[config.mk]
export PLATFORM = sky130hd
export DESIGN_NAME = e203_itcm_loader
export DESIGN_NICKNAME = d
export VERILOG_FILES = /design/src/rtl/e203_itcm_loader.sv
export SDC_FILE = /design/constraint.sdc
export NUM_CORES = 1
export LEC_CHECK = 0
export ABC_AREA = 1
export CAP_MARGIN = 40
export CELL_PAD_IN_SITES_DETAIL_PLACEMENT = 0
export CELL_PAD_IN_SITES_GLOBAL_PLACEMENT = 1
export CORE_MARGIN = 5
export CORE_UTILIZATION = 30
export DETAILED_ROUTE_END_ITERATION = 10
export PLACE_DENSITY = 0.82
export SETUP_SLACK_MARGIN = 0.3
export SYNTH_ARGS = -nofsm -noshare
export SYNTH_HDL_FRONTEND = slang
export SYNTH_SLANG_ARGS = --single-unit
[constraint.sdc]
create_clock -name clk -period 2.1 [get_ports clk]
set_input_delay 0.63 -clock clk [delete_from_list [all_inputs] [get_ports clk]]
set_output_delay 0.63 -clock clk [all_outputs]
set_load 0.005 [all_outputs]
[src/rtl/e203_itcm_loader.sv]
// e203_itcm_loader: byte-stream <-> ITCM SRAM port master.
// Loads a byte stream into ITCM as masked 64-bit writes, or dumps an ITCM
// region back out as a byte stream. All outputs are decoded from the state
// register and datapath flops, so handshake inputs never reach an output
// combinationally.
module e203_itcm_loader #(
    parameter int AW = 13,
    parameter int DW = 64,
    parameter int MW = 8,
    parameter int LW = AW + 3
) (
    input  logic          clk,
    input  logic          rst,
    input  logic          start_load,
    input  logic          start_dump,
    input  logic [AW-1:0] start_addr,
    input  logic [LW-1:0] len,
    input  logic          in_valid,
    output logic          in_ready,
    input  logic [7:0]    in_data,
    output logic          out_valid,
    input  logic          out_ready,
    output logic [7:0]    out_data,
    output logic          ram_cs,
    output logic          ram_we,
    output logic [AW-1:0] ram_addr,
    output logic [MW-1:0] ram_wem,
    output logic [DW-1:0] ram_din,
    input  logic [DW-1:0] ram_dout,
    output logic          busy,
    output logic          done
);

    typedef enum logic [2:0] {
        IDLE       = 3'd0,
        LD_COLLECT = 3'd1,
        LD_WRITE   = 3'd2,
        DP_READ    = 3'd3,
        DP_WAIT    = 3'd4,
        DP_SEND    = 3'd5,
        DONE       = 3'd6
    } state_e;

    state_e        state_q, state_d;
    logic [AW-1:0] addr_q,  addr_d;   // current RAM word address
    logic [LW-1:0] cnt_q,   cnt_d;    // bytes still to move
    logic [2:0]    lane_q,  lane_d;   // byte lane within the current word
    logic [DW-1:0] word_q,  word_d;   // assembled (load) or captured (dump) word
    logic [MW-1:0] wem_q,   wem_d;    // lanes filled so far on a load

    // State and datapath registers; reset clears everything so outputs read zero.
    always_ff @(posedge clk) begin
        if (rst) begin
            state_q <= IDLE;
            addr_q  <= '0;
            cnt_q   <= '0;
            lane_q  <= '0;
            word_q  <= '0;
            wem_q   <= '0;
        end else begin
            state_q <= state_d;
            addr_q  <= addr_d;
            cnt_q   <= cnt_d;
            lane_q  <= lane_d;
            word_q  <= word_d;
            wem_q   <= wem_d;
        end
    end

    // Next-state and datapath update.
    always_comb begin
        state_d = state_q;
        addr_d  = addr_q;
        cnt_d   = cnt_q;
        lane_d  = lane_q;
        word_d  = word_q;
        wem_d   = wem_q;
        case (state_q)
            IDLE: begin
                if (start_load || start_dump) begin
                    addr_d = start_addr;
                    cnt_d  = len;
                    lane_d = '0;
                    word_d = '0;
                    wem_d  = '0;
                    // A zero-length request of either kind parks for one busy
                    // cycle in LD_COLLECT (in_ready stays low because cnt is 0)
                    // and then completes, so it never touches the RAM.
                    if (len == '0 || start_load) state_d = LD_COLLECT;
                    else                         state_d = DP_READ;
                end
            end
            LD_COLLECT: begin
                if (cnt_q == '0) begin
                    state_d = DONE;
                end else if (in_valid) begin
                    word_d[{lane_q, 3'b000} +: 8] = in_data;
                    wem_d[lane_q] = 1'b1;
                    cnt_d  = cnt_q - LW'(1);
                    lane_d = lane_q + 3'd1;
                    if (lane_q == 3'd7 || cnt_q == LW'(1)) state_d = LD_WRITE;
                end
            end
            LD_WRITE: begin
                // Write happens this cycle; prepare the next word.
                addr_d  = addr_q + AW'(1);
                lane_d  = '0;
                word_d  = '0;
                wem_d   = '0;
                state_d = (cnt_q != '0) ? LD_COLLECT : DONE;
            end
            DP_READ: begin
                state_d = DP_WAIT;
            end
            DP_WAIT: begin
                word_d  = ram_dout;
                lane_d  = '0;
                state_d = DP_SEND;
            end
            DP_SEND: begin
                if (out_ready) begin
                    cnt_d  = cnt_q - LW'(1);
                    lane_d = lane_q + 3'd1;
                    if (lane_q == 3'd7) addr_d = addr_q + AW'(1);
                    if (cnt_q == LW'(1))     state_d = DONE;
                    else if (lane_q == 3'd7) state_d = DP_READ;
                end
            end
            DONE: begin
                state_d = IDLE;
                addr_d  = '0;
                cnt_d   = '0;
                lane_d  = '0;
                word_d  = '0;
                wem_d   = '0;
            end
            default: state_d = IDLE;
        endcase
    end

    // Output decode from state and registers only; idle values are zero.
    always_comb begin
        in_ready  = (state_q == LD_COLLECT) && (cnt_q != '0);
        ram_cs    = (state_q == LD_WRITE) || (state_q == DP_READ);
        ram_we    = (state_q == LD_WRITE);
        ram_addr  = ram_cs ? addr_q : '0;
        ram_wem   = ram_we ? wem_q : '0;
        ram_din   = ram_we ? word_q : '0;
        out_valid = (state_q == DP_SEND);
        out_data  = out_valid ? word_q[{lane_q, 3'b000} +: 8] : 8'h00;
        busy      = (state_q != IDLE);
        done      = (state_q == DONE);
    end

endmodule

# Word level (Yosys, flattened, before mapping)
# Cells that the tools add are included.
[totals] register_bits=107 inputBits=107 output_inout_bits=99 wordCells=95
[op_classes] n_addsub=4 magnitude_cmp=2 eq_ne=16 n_shift=3 mux=39 bitwise_logic=1 n_reduce_logical=24
[op_table] operator="64-bit 2-to-1 mux" count=4
[op_table] operator="64-bit one-hot mux with 4 select lines" count=1
[op_table] operator="64-bit bitwise mux" count=1
[op_table] operator="16-bit 2-to-1 mux" count=4
[op_table] operator="16-bit one-hot mux with 4 select lines" count=1
[op_table] operator="8-bit by 8-bit variable shift with 64-bit output, first input constant" count=1
[op_table] operator="64-bit by 7-bit variable part select with 8-bit output" count=1
[op_table] operator="8-bit by 8-bit variable part select with 64-bit output" count=1
[op_table] operator="13-bit 2-to-1 mux" count=4
[op_table] operator="13-bit one-hot mux with 4 select lines" count=1
[op_table] operator="8-bit 2-to-1 mux" count=5
[op_table] operator="3-bit 2-to-1 mux" count=12
[op_table] operator="16-bit logical NOT" count=2
[op_table] operator="8-bit one-hot mux with 3 select lines" count=1
[op_table] operator="3-bit one-hot mux with 6 select lines" count=1
[op_table] operator="16-bit by 1-bit == test with 1-bit output, second input constant" count=1
[op_table] operator="16-bit nonzero test" count=1
[op_table] operator="4-bit nonzero test" count=4
[op_table] operator="16-bit by 1-bit subtractor with 16-bit output, second input constant" count=1
[op_table] operator="5-bit AND reduction" count=3
[op_table] operator="13-bit by 1-bit adder with 13-bit output, second input constant" count=1
[op_table] operator="3-bit == test, second input constant" count=4
[op_table] operator="3-bit one-hot mux with 4 select lines" count=1
[op_table] operator="4-bit AND reduction" count=3
[op_table] operator="other kinds (20)" count=30

# Depth between registers and ports, before layout
[logic_depth] ltp_word=8 depth_mapped=14 mapped_depth_nobuf=12

# Worst setup path before layout
# OpenSTA, ideal clock, no wires.
[synth_path] path_kind="flip-flop to flip-flop" startpoint="register lane_q[0]" endpoint="register word_q[7]" setup_time_ns=0.111 t_arrival_ns=2.121 required_ns=1.989 path_slack_ns=-0.132 path_stages_with_launch=15 period_less_slack_ns=2.232 path_cell_list="dfxtp_1 > inv_1 > buf_2 > ha_1 > ha_1 > clkinv_1 > nand2_1 > nor2_1 > nand2_1 > buf_2 > a21oi_1 > o21ai_0 > nand2_1 > nor2_1 > nor2_1"
[synth_between] elab_chain_len=6
[synth_rtl] element="start, declared" line="47" text="logic [2:0] lane_q, lane_d;"
[synth_rtl] element="start signal, assigned" line="64" text="lane_q <= lane_d;"
[synth_rtl] element="6-bit negation with 8-bit output (*)" line="97" text="word_d[{lane_q, 3'b000} +: 8] = in_data;"
[synth_rtl] element="8-bit by 8-bit variable part select with 64-bit output or 8-bit by 8-bit variable shift with 64-bit output (tied branches)" line="97"
[synth_rtl] element="64-bit bitwise mux (*)" line="97"
[synth_rtl] element="64-bit 2-to-1 mux (*)" line="96" text="end else if (in_valid) begin"
[synth_rtl] element="64-bit 2-to-1 mux (*)" line="94" text="if (cnt_q == '0) begin"
[synth_rtl] element="64-bit one-hot mux with 4 select lines (*)" line="78" text="case (state_q)"
[synth_rtl] element="end signal, assigned" line="65" text="word_q <= word_d;"
[synth_rtl] element="end, declared" line="48" text="logic [DW-1:0] word_q, word_d;"
# Mark *: on every way between the ends. The rest lies on a longest branch, timed or not. The select of a mux whose other input is x is not followed.
# A chain may end at the register's enable or synchronous reset.

# Final worst setup path
[layout_path] startpoint="register lane_q[2]" endpoint="output port out_data[4]"
[layout_between] elab_chain_len=2
[layout_rtl] element="64-bit by 7-bit variable part select with 8-bit output" line="150" text="out_data = out_valid ? word_q[{lane_q, 3'b000} +: 8] : 8'h00;"
[layout_rtl] element="8-bit 2-to-1 mux" line="150"
[layout_rtl] element="end, declared" line="23" text="output logic [7:0] out_data,"
# No other way between the ends.

==> run summary <==
status - finished, violations left
failing checks - negative setup slack
H-tree depth - 3
DRC violations left - 0
ANT cells - 0
Pwr per Cell Area - 1630 nW/um^2
post-DR wirelength/cell - 18.8 um
CTS Hold Bufs - 0
crit-path cells - buf_6, nor2_4, nand2_4, inv_4, nand2_2, nand4_1, o31a_1, buf_2
total CTS buffers - 9
CP max-delay cell - dfxtp_4
Final Worst Setup Slack - -0.319 ns
Max VDD drop - 0.740 mV
count of cell types in the netlist - 36
Placer Congestion - 0.930
synthesized instance count - 1414
top cells by area, synth - dfxtp_1 27%, nand2_1 20%, nor2_1 15%
Post-Place Cells - 2091
Post-synth EDFFs - 0
Total Wirelength - 42200 um
most common cell in the synthesized netlist - nand2_1
Initial Utilization - 30.5%
Area growth, synth to finish - 94.0%
initial antenna violation count - 0
largest net degree at the start of global routing - 65
Final Skew - 0.0104 ns
PortBufs - 205
Final HPWL DP - 28400 um
I/O Pins - 206
Yosys top cell by area - dfxtp_1
crit path buf inv count - 3
Avg Synthesized Cell Area - 5.63 um^2
GRT Total Usage - 26.1%
pre-CTS WS - -0.479 ns
Max Fanout on Critical Path - 8
clock root cell - clkbuf_16
Synth async-reset ratio - 0%
worst hold path type - flop to flop
die width - 173 um
Worst setup SP type - flop
Synth top cells by count - 432 x nand2_1, 312 x nor2_1, 141 x inv_1
Post-Syn Area - 7950 um^2
number of synthesized register bits - 107
die height - 173 um
Tcrit/Tclk final - 115%
Hold Fails Final Rpt - 0
FF-to-FF setup slack - -0.25 ns
Yosys top cell area share - 26.9%
clk slew on worst S/H paths - 0.07 ns
initial drt markers - 837
Congestion Overflow GR - 0
CTS tree - done
Via density - 5.04
Max clock buf depth - 2
Largest delay share family, worst path - flip-flops
clk sinks - 107
slew margin rel. - 69.7%
YS warnings - 0
Layout Nets - 2022
Least-Margin Pin Slew - 0.453 ns
share of cells above drive strength 1 - 40.5%
Core Area - 26100 um^2
Synth Flop Type - dfxtp_1
Slew Viols, Final - 0
Max Cap Violations - 0
via count - 11.3k
crit path DAT - 1.79 ns
ANT nets after route - 0
CP Capture Type - output pin
placed cell areas - 11900 um^2
Fmax - 413 MHz
RSZ-0062 raised after global routing - true
row count - 59
global-route wire length before repair - 62700 um
cell area after layout - 15400 um^2
DRT Pass-1 Iters - 5
Req. time, crit path - 1.47 ns
final setup fails - 158
leakage - 7.08 nW
clk_lat worst skew - 0.36 ns
min cycle time layout - 2.42 ns
final non-filler cell total - 2244
vias in the first global route - 10.8k
Crit Path Class - flop to output pin
Worst path max stage delay - 0.41 ns
Seq/Total Area, Yosys - 26.9%
Net Count, Synth - 1531
full die area - 29900 um^2
sequential cells by signal, indices dropped and copies added (netlist names):
signal and count:
word_q 64, cnt_q 16, addr_q 13, wem_q 8, lane_q 3, state_q 3
cell usage in the layout, fill, tap and decap left out, types with 4 or more instances in the layout:
master	instances
buf_12	27
nor3_2	6
inv_2	10
o21ai_1	30
nand3_4	16
o22ai_1	17
dfxtp_4	5
nand4_1	21
inv_4	8
buf_6	116
o22ai_2	8
a21oi_1	31
dfxtp_1	101
nor3_4	7
buf_4	191
nor2_4	80
nand3_1	42
o21ai_2	18
nand2_4	28
or2_4	4
buf_8	11
a21oi_2	37
buf_16	13
nor2_1	215
ha_4	4
o211ai_1	30
nor2_2	26
nand3_2	8
clkbuf_16	10
nand2_1	381
inv_1	126
o21ai_0	22
ha_1	4
buf_2	79
clkdlybuf4s50_1	106
nand2_2	29
tightest hold or removal path, stage by stage (launching register included):
cell	delay, ns
dfxtp_1	0.30
inv_1	0.07
a21oi_1	0.06
stage by stage:
step	utilization, %	hold slack [ns]	power [W]	TNS [ns]
6_report	59.2	0.477	0.0251	-20.28
5_1_grt	59.2	0.492	0.0266	-30.96
4_1_cts	53.7	0.461	0.0221	-17.23
3_5_place_dp	45.6	0.450	0.0159	-19.12
3_3_place_gp	45.6	0.447	0.0157	-17.50
2_1_floorplan	-	0.432	0.0108	0
final timing paths:
kind                                             start                endpoint  cells past startpoint
worst max-delay path            lane_q[2]$_SDFFE_PP0P_             out_data[4]                      8
worst min-delay path             wem_q[0]$_SDFFE_PP0P_   wem_q[0]$_SDFFE_PP0P_                      2
worst max register to register  lane_q[1]$_SDFFE_PP0P_  word_q[0]$_SDFFE_PP0P_                     16
worst min register to register   wem_q[0]$_SDFFE_PP0P_   wem_q[0]$_SDFFE_PP0P_                      2
power by group:
part           internal (W)  leakage [nW]  switching (W)  total (W)
sequential          0.00298         0.886       0.000568    0.00355
combinational       0.00876          6.04         0.0108     0.0196
clock               0.00116         0.159       0.000838    0.00200
timing repair:
action | in CTS | in global routing
cloned | 20 | 3
buffers inserted | 78 | 37
resized for setup | 723 | 295
pin swaps | 47 | 98
endpoints found under the setup margin | 203 | 206
per-layer routing:
layer,wire (um),track usage (%)
met2,20800,45.7
met3,2910,4.32
met1,16900,32.8
met5,0,0
met4,1590,7.99
cell type report:
type | count | area, um^2
fillers | 2339 | 10600
multi-input cells | 1089 | 6520
repair buffers | 546 | 5350
flip-flops and latches | 107 | 2160
inverters | 151 | 646
well taps | 335 | 419
clock buffers | 10 | 229
clock inverters | 5 | 103
repair inverters | 1 | 7.51
kinds of logic after synthesis:
group | synth area share, %
AO/OA/AOI/OAI | 14.8
AND/OR/NAND/NOR | 44.4
flip-flops | 26.9
buffers and inverters | 12.3
adder cells (fa/ha/maj) | 1.57
(Power assumes the default switching activity.)
